$ cat src/rtl/instr_mem_loader.sv
// Instruction-memory write loader: streams words into consecutive addresses from 0 and
// holds the core in reset until a full program is loaded. Optional checksum: LOADER_CHECKSUM_EN.
module instr_mem_loader #(
   parameter int ADDR_W = 6,
   parameter int DATA_W = 32,
   parameter int DEPTH  = 64
) (
   input  logic              clk,
   input  logic              reset,
   input  logic              start,
   input  logic              in_valid,
   input  logic [DATA_W-1:0] in_data,
   input  logic              in_last,
`ifdef LOADER_CHECKSUM_EN
   input  logic [DATA_W-1:0] exp_sum,
   output logic              sum_ok,
`endif
   output logic              in_ready,
   output logic              mem_we,
   output logic [ADDR_W-1:0] mem_addr,
   output logic [DATA_W-1:0] mem_wdata,
   output logic              core_hold,
   output logic              done,
   output logic              error,
   output logic [ADDR_W:0]   word_count
);

   typedef enum logic [1:0] {S_IDLE, S_LOAD, S_DONE, S_ERR} state_t;

   localparam logic [ADDR_W-1:0] PTR_ONE  = 1;
   localparam logic [ADDR_W:0]   CNT_ONE  = 1;
   localparam logic [ADDR_W-1:0] PTR_LAST = ADDR_W'(DEPTH - 1);

   state_t              state_reg, state_next;
   logic                in_ready_reg, in_ready_next;
   logic                mem_we_reg, mem_we_next;
   logic [ADDR_W-1:0]   mem_addr_reg, mem_addr_next;
   logic [DATA_W-1:0]   mem_wdata_reg, mem_wdata_next;
   logic                core_hold_reg, core_hold_next;
   logic                done_reg, done_next;
   logic                error_reg, error_next;
   logic [ADDR_W:0]     count_reg, count_next;
   logic [ADDR_W-1:0]   ptr_reg, ptr_next;
   logic                xfer, last_slot, sum_match;

   assign xfer      = (state_reg == S_LOAD) && in_valid && in_ready_reg;
   assign last_slot = (ptr_reg == PTR_LAST);

`ifdef LOADER_CHECKSUM_EN
   logic [DATA_W-1:0] sum_reg, sum_next;
   logic              sum_ok_reg, sum_ok_next;
   // The final word is included in the comparison on the same edge it is accepted.
   assign sum_match = ((sum_reg + in_data) == exp_sum);
   assign sum_ok    = sum_ok_reg;
`else
   assign sum_match = 1'b1;
`endif

   always_ff @(posedge clk or negedge reset) begin
      if (!reset) state_reg <= S_IDLE;
      else        state_reg <= state_next;
   end

   always_comb begin
      state_next = state_reg;
      case (state_reg)
         S_LOAD: begin
            if (xfer) begin
               if (in_last && sum_match)  state_next = S_DONE;
               else if (in_last || last_slot) state_next = S_ERR;
            end
         end
         default: if (start) state_next = S_LOAD;
      endcase
   end

   always_comb begin
      in_ready_next  = in_ready_reg;
      mem_we_next    = 1'b0;
      mem_addr_next  = mem_addr_reg;
      mem_wdata_next = mem_wdata_reg;
      core_hold_next = core_hold_reg;
      done_next      = done_reg;
      error_next     = error_reg;
      count_next     = count_reg;
      ptr_next       = ptr_reg;
`ifdef LOADER_CHECKSUM_EN
      sum_next       = sum_reg;
      sum_ok_next    = sum_ok_reg;
`endif
      if (state_reg != S_LOAD && start) begin
         in_ready_next  = 1'b1;
         core_hold_next = 1'b1;
         done_next      = 1'b0;
         error_next     = 1'b0;
         count_next     = '0;
         ptr_next       = '0;
`ifdef LOADER_CHECKSUM_EN
         sum_next       = '0;
         sum_ok_next    = 1'b0;
`endif
      end else if (xfer) begin
         mem_we_next    = 1'b1;
         mem_addr_next  = ptr_reg;
         mem_wdata_next = in_data;
         count_next     = count_reg + CNT_ONE;
         // Saturate at the top slot; that transfer always leaves LOAD anyway.
         ptr_next       = last_slot ? ptr_reg : ptr_reg + PTR_ONE;
`ifdef LOADER_CHECKSUM_EN
         sum_next       = sum_reg + in_data;
`endif
         if (state_next == S_DONE) begin
            in_ready_next  = 1'b0;
            done_next      = 1'b1;
            core_hold_next = 1'b0;
`ifdef LOADER_CHECKSUM_EN
            sum_ok_next    = 1'b1;
`endif
         end else if (state_next == S_ERR) begin
            in_ready_next  = 1'b0;
            error_next     = 1'b1;
            core_hold_next = 1'b1;
         end
      end
   end

   always_ff @(posedge clk or negedge reset) begin
      if (!reset) begin
         in_ready_reg  <= 1'b0;
         mem_we_reg    <= 1'b0;
         mem_addr_reg  <= '0;
         mem_wdata_reg <= '0;
         core_hold_reg <= 1'b1;
         done_reg      <= 1'b0;
         error_reg     <= 1'b0;
         count_reg     <= '0;
         ptr_reg       <= '0;
`ifdef LOADER_CHECKSUM_EN
         sum_reg       <= '0;
         sum_ok_reg    <= 1'b0;
`endif
      end else begin
         in_ready_reg  <= in_ready_next;
         mem_we_reg    <= mem_we_next;
         mem_addr_reg  <= mem_addr_next;
         mem_wdata_reg <= mem_wdata_next;
         core_hold_reg <= core_hold_next;
         done_reg      <= done_next;
         error_reg     <= error_next;
         count_reg     <= count_next;
         ptr_reg       <= ptr_next;
`ifdef LOADER_CHECKSUM_EN
         sum_reg       <= sum_next;
         sum_ok_reg    <= sum_ok_next;
`endif
      end
   end

   assign in_ready   = in_ready_reg;
   assign mem_we     = mem_we_reg;
   assign mem_addr   = mem_addr_reg;
   assign mem_wdata  = mem_wdata_reg;
   assign core_hold  = core_hold_reg;
   assign done       = done_reg;
   assign error      = error_reg;
   assign word_count = count_reg;

endmodule
$ cat config.mk
export PLATFORM = sky130hd
export DESIGN_NAME = instr_mem_loader
export DESIGN_NICKNAME = d
export VERILOG_FILES = /design/src/rtl/instr_mem_loader.sv
export SDC_FILE = /design/constraint.sdc
export NUM_CORES = 1
export LEC_CHECK = 0
export CAP_MARGIN = 20
export CELL_PAD_IN_SITES_DETAIL_PLACEMENT = 1
export CELL_PAD_IN_SITES_GLOBAL_PLACEMENT = 1
export CORE_MARGIN = 2
export CORE_UTILIZATION = 41
export DETAILED_ROUTE_END_ITERATION = 10
export DONT_BUFFER_PORTS = 1
export PLACE_DENSITY_LB_ADDON = 0.3
export SLEW_MARGIN = 0
export SYNTH_ARGS = -nofsm -noshare
export SYNTH_HDL_FRONTEND = slang
export SYNTH_SLANG_ARGS = --single-unit
$ cat constraint.sdc
create_clock -name clk -period 1.35 [get_ports clk]
set_input_delay 0.135 -clock clk [delete_from_list [all_inputs] [get_ports clk]]
set_output_delay 0.135 -clock clk [all_outputs]
set_load 0.05 [all_outputs]
==> flow_summary.yaml <==
worst_setup_path:
  crit_path_top_delay_cell: "dfrtp_1"
  cp.required_ps: 1560
  critPathLaunchType: "flop"
  path_cells: "nand4b_4, buf_4, o31ai_1, a21oi_1"
  endpoint_kind: "flop"
  crit_path_max_fanout: 13
  criticalPathCategory: "flop to flop"
  critPathArrivalTime_ps: 1580
  max_stage_delay_ps: 380
timing:
  min_period_ps: 1370
  drv_slew: 0
  hold_violations: 58
  finalCritPeriodShare_pct: 101
  setup_viol_count_final: 2
  worstMarginPinSlew_ps: 511
  slew_headroom_pct: 65.9
  rsz0062_at_grt: "true"
  finalClockSkew_ps: 6.55
  clock.fmax_mhz: 730
  holdWs_ps: -520
  setup_ws_ps: -20.0
floorplanning:
  core_mm2: 0.00561
  rows: 27
  die_w_um: 80.8
  start_util_pct: 43.1
  pin_count: 87
  die_area_mm2: 0.00653
  dieHeight_um: 80.8
cts:
  clkTransAtPathRegs_ps: 70
  cts_buffers: 9
  cts-root-buf: "clkbuf_8"
  clk_latency_ps: 340
  hold_buffers: 34
  cts.sinks: 58
  htreeDepth: 3
  cts_tree: "built"
  clock_path_buffers: 2
synth:
  seq_area_frac_synth_pct: 60.1
  netlist_area_mm2: 0.00242
  synth_cells: 256
  muxShareOfSynthArea_pct: 2.07
  synth_top_family_by_area: "simple AND/OR/NAND/NOR gates"
  synth_cell_types: 38
  synth-seq-cells: 58
  synth_edf_count: 0
  yosysTopAreaCell: "dfrtp_1"
  synth_compound_area_share_pct: 7.92
  synth_top_flop_cell: "dfrtp_1"
  yosysMostFrequentCell: "nand2_1"
  synth_warnings: 0
  synthSimpleGateAreaFrac_pct: 25.1
  syn_nets: 295
  synthXorXnorAreaFrac_pct: 0.362
  netlist.area_leader.share_pct: 59.0
  synth_area_leaders: "dfrtp_1 (59%), nand2_1 (18%), mux2i_1 (2.1%)"
  synth-adder-area-share_pct: 1.04
  syn_avg_cell_area_um2: 9.44
  synth_async_sr_flop_share_pct: 100
  ys_top_cells_by_count: "nand2_1 (118), dfrtp_1 (57), o21ai_0 (8)"
routing:
  drtAntennaViolNets: 0
  wl_per_cell_um: 17.3
  viasPerCell: 5.16
  first_iter_violations: 103
  drc: 0
  routed_wl_um: 7490
  drt_first_pass_iters: 4
  num_vias: 2228
hold_path:
  min_path_type: "primary input to asynchronous set/reset pin"
cells_and_area:
  fin_util_pct: 63.6
  fillers: 617
  n_antenna_cell: 0
  final_nets: 394
  drive_above_1_share_pct: 27.2
  syn2layout_area_growth_pct: 47.6
  largest_reg_flops: 32
power:
  p_leak_nw: 1.85
  p_per_area_mw_per_mm2: 2600
  peakVddDrop_mv: 1.54
placement:
  dpl.hpwl_um: 4420
  gp_congestion: 0.804
  portBuffers: 0
global_route:
  grt_max_degree: 59
  overflow: 0
  antenna_found_initial: 0
  grt_usage_pct: 24.0
  grt_pass1_vias: 2414
  grt_pass1_wl_um: 11600
run_status:
  status: "finished with violations"
  failed_checks: "negative hold slack, negative setup slack"
flow_run:
  drv_cap: 0
[critical path: cells and delay by family, from the launching register on]
family	cells	cell delay, ps
compound gates	2	390
buf+inv	1	240
flops	1	380
simple gates	1	240
[cells in the final DEF, fill, tap and decap left out, types with 2 or more instances in the layout]
master and instances:
a211o_1 2, a21o_1 2, a21oi_1 5, a21oi_2 2
a31oi_1 2, and3_1 3, buf_4 61, buf_6 5
clkbuf_1 2, clkbuf_8 12, clkinv_2 2, dfrtp_1 53
dfrtp_2 4, dlygate4sd3_1 34, inv_1 5, mux2i_1 5
nand2_1 118, nand3_1 2, nand4_1 3, nor2_1 2
o211ai_1 2, o21ai_0 6
[worst paths after layout]
kind	cells past startpoint	slack (ps)	from	endpoint
setup / recovery	4	-20	state_reg[1]	word_count[5]
hold / removal	0	-520	reset	ptr_reg[0]
setup reg to reg	4	-20	state_reg[1]	word_count[5]
hold reg to reg	2	480	mem_wdata[18]	mem_wdata[18]
max in group asynchronous	0	1660	reset	core_hold
min in group clk	2	50	in_last	core_hold
[stage by stage]
step	setup WS, ps	power [mW]	area [um2]	TNS (ps)	std cells
3_3_place_gp	43.6	7.31	2920	0	377
2_1_floorplan	-83.8	6.02	2430	-83.8	256
6_report	-20.0	9.26	3570	-36.1	432
4_1_cts	-0.191	9.08	3460	-0.191	428
3_5_place_dp	-85.9	7.45	2920	-91.5	377
5_1_grt	-64.4	9.77	3570	-167	432
[layout make-up]
type | count | area (um2) | share of cell area, %
repair buffers | 100 | 855 | 24.0
inverters | 6 | 27.5 | 0.772
clock inverters | 2 | 10.0 | 0.281
multi-input cells | 180 | 955 | 26.8
clock buffers | 14 | 173 | 4.84
well taps | 72 | 90.1 | 2.53
flip-flops and latches | 58 | 1460 | 40.9
[per-layer routing]
| metal | routed length [um] | share of wire, % | GRT usage [%] | vias to the layer above |
|---|---|---|---|---|
| met5 | 0 | 0 | 0 | - |
| met4 | 159 | 2.1 | 10.2 | 0 |
| met3 | 411 | 5.5 | 7.33 | 13 |
| met2 | 3970 | 53 | 42.9 | 67 |
| met1 | 2940 | 39 | 26.5 | 1114 |
| li1 | - | - | - | 1034 |
[kinds of logic after synthesis]
kind of cell / Yosys count
AOI/OAI and AO/OA: 30
xor gates and xnor gates: 1
adders and majority gates: 2
buffers and inverters: 18
DFF: 58
muxes: 5
and+or+nand+nor: 142
[power breakdown]
group	switching, mW	total, mW	internal (mW)
Combinational	3.14	4.61	1.47
Sequential	0.755	3.16	2.41
Clock	0.677	1.49	0.812
Total	4.58	9.26	4.69
[timing repair]
item                                    CTS  global route
hold endpoints to repair                 95            58
endpoints found under the setup margin    7            19
pin swaps                                 0             9
gates resized for setup                   4            18
buffers inserted                          1             4
No activity file was read; power rests on OpenSTA's default activity.
==> RTL edit (config.mk and constraints unchanged) <==
`DATA_W`: 32 -> 16.
--- a/src/rtl/instr_mem_loader.sv
+++ b/src/rtl/instr_mem_loader.sv
@@ -2,7 +2,7 @@
 // holds the core in reset until a full program is loaded. Optional checksum: LOADER_CHECKSUM_EN.
 module instr_mem_loader #(
    parameter int ADDR_W = 6,
-   parameter int DATA_W = 32,
+   parameter int DATA_W = 16,
    parameter int DEPTH  = 64
 ) (
    input  logic              clk,
Interface: changed (resized in_data and mem_wdata); port bits go from 87 to 55. No check against the original RTL was run, so the function may have changed too.
==> RTL edit against the original RTL <==
  * The run ends with negative setup slack left
  * Routed wire length down 26%
  * Synthesized area down 25%
  * Final area fell by 27%
  * Highest routed layer unchanged
  * Die area shrank 24%
  * Total power fell by 35%
  * Critical path type unchanged
  * Largest cell class unchanged
  * Sequential cell count shrank 16
  * First-iteration DRC count shrank 31%
  * Setup slack worse by 0.032 ns
  * Final cell count shrank 29%
==> RTL edit: results (changes against the original RTL) <==
==============================================================================
Max IR drop VDD                                                         919 uV   was 1540 uV
Non-clk buf share                                                        22.2%   was 24.0%
Non-clock inverter count in the final layout                                 4   was 6
GR Layer Usage met2                                                      41.0%   was 42.9%
Post-Syn Area per Cell                                                9.62 um2   was 9.44 um2
Fraction of synthesized cell area in xor and xnor cells                 0.484%   was 0.362%
Slew at the pin closest to its max-slew limit                         0.506 ns   was 0.511 ns
Violated checks                                                   negative setup slack   was negative hold slack, negative setup slack
Clock buffers                                                                7   was 14
Worst setup path end                                              word_count[3]   was word_count[5]
Sequential fraction of design power                                      36.7%   was 34.1%
Placement-stage cell area                                             2180 um2   was 2920 um2
Cts-stage hold buffer count                                                 19   was 34
Number of buffers added by the clock tree synthesis step                     5   was 9
Max FFs per register                                                        16   was 32
Final core occ                                                           60.9%   was 63.6%
Post-Place Worst Slack                                              -0.0997 ns   was -0.0859 ns
Data arrival time of the critical path                                 1.61 ns   was 1.58 ns
Min Hold Slack                                                       0.0154 ns   was -0.520 ns
Worst Setup Slack, final                                            -0.0519 ns   was -0.0200 ns
Biggest cell delay along the critical path                             0.41 ns   was 0.38 ns
First-pass GRT wire length                                             8.77 mm   was 11.6 mm
Routability-driven placement congestion ratio                            0.840   was 0.804
Worst clock skew on the final layout                                0.00674 ns   was 0.00655 ns
Global-route track usage on met1                                         27.0%   was 26.5%
Met3 layer wire length in the routed design                             236 um   was 411 um
Net count after synthesis                                                  211   was 295
Sequential Power                                                       2.22 mW   was 3.16 mW
Net Switching                                                          2.93 mW   was 4.58 mW
Clk pwr                                                               0.833 mW   was 1.49 mW
Buffers inserted during post-CTS setup optimization                          2   was 1
Clock latency reported for the late side of the worst-skew pair        0.29 ns   was 0.34 ns
HP Class                                                          primary input to flop   was primary input to async pin
Violation count after the first detailed-routing iteration                  71   was 103
Adder and majority cell fraction of the synthesized area                 1.38%   was 1.04%
Met1 layer wirelength in the final routing                             2.15 mm   was 2.94 mm
Number of cells upsized or downsized after cts                               8   was 4
Share of cell area taken by multi-input logic gates                      30.7%   was 26.8%
Largest driver fanout on the critical path                                   8   was 13
Number of setup violations in the final report                              11   was 2
Result of the run                                                 complete, but fails checks   unchanged
==============================================================================
RTL edit: cell count changes in the layout (fill, tap and decap cells not counted), moves of 2 or more:
cell / unedited run / this run
sky130_fd_sc_hd__o21ai_0: 6 / 8
sky130_fd_sc_hd__buf_4: 61 / 44
sky130_fd_sc_hd__dfrtp_1: 53 / 34
sky130_fd_sc_hd__nand3_2: 0 / 2
sky130_fd_sc_hd__dfrtp_2: 4 / 7
sky130_fd_sc_hd__and3_1: 3 / 0
sky130_fd_sc_hd__inv_1: 5 / 3
sky130_fd_sc_hd__a21oi_1: 5 / 7
sky130_fd_sc_hd__nand2_1: 118 / 70
sky130_fd_sc_hd__nand4_1: 3 / 1
sky130_fd_sc_hd__clkbuf_8: 12 / 6
sky130_fd_sc_hd__dlygate4sd3_1: 34 / 18
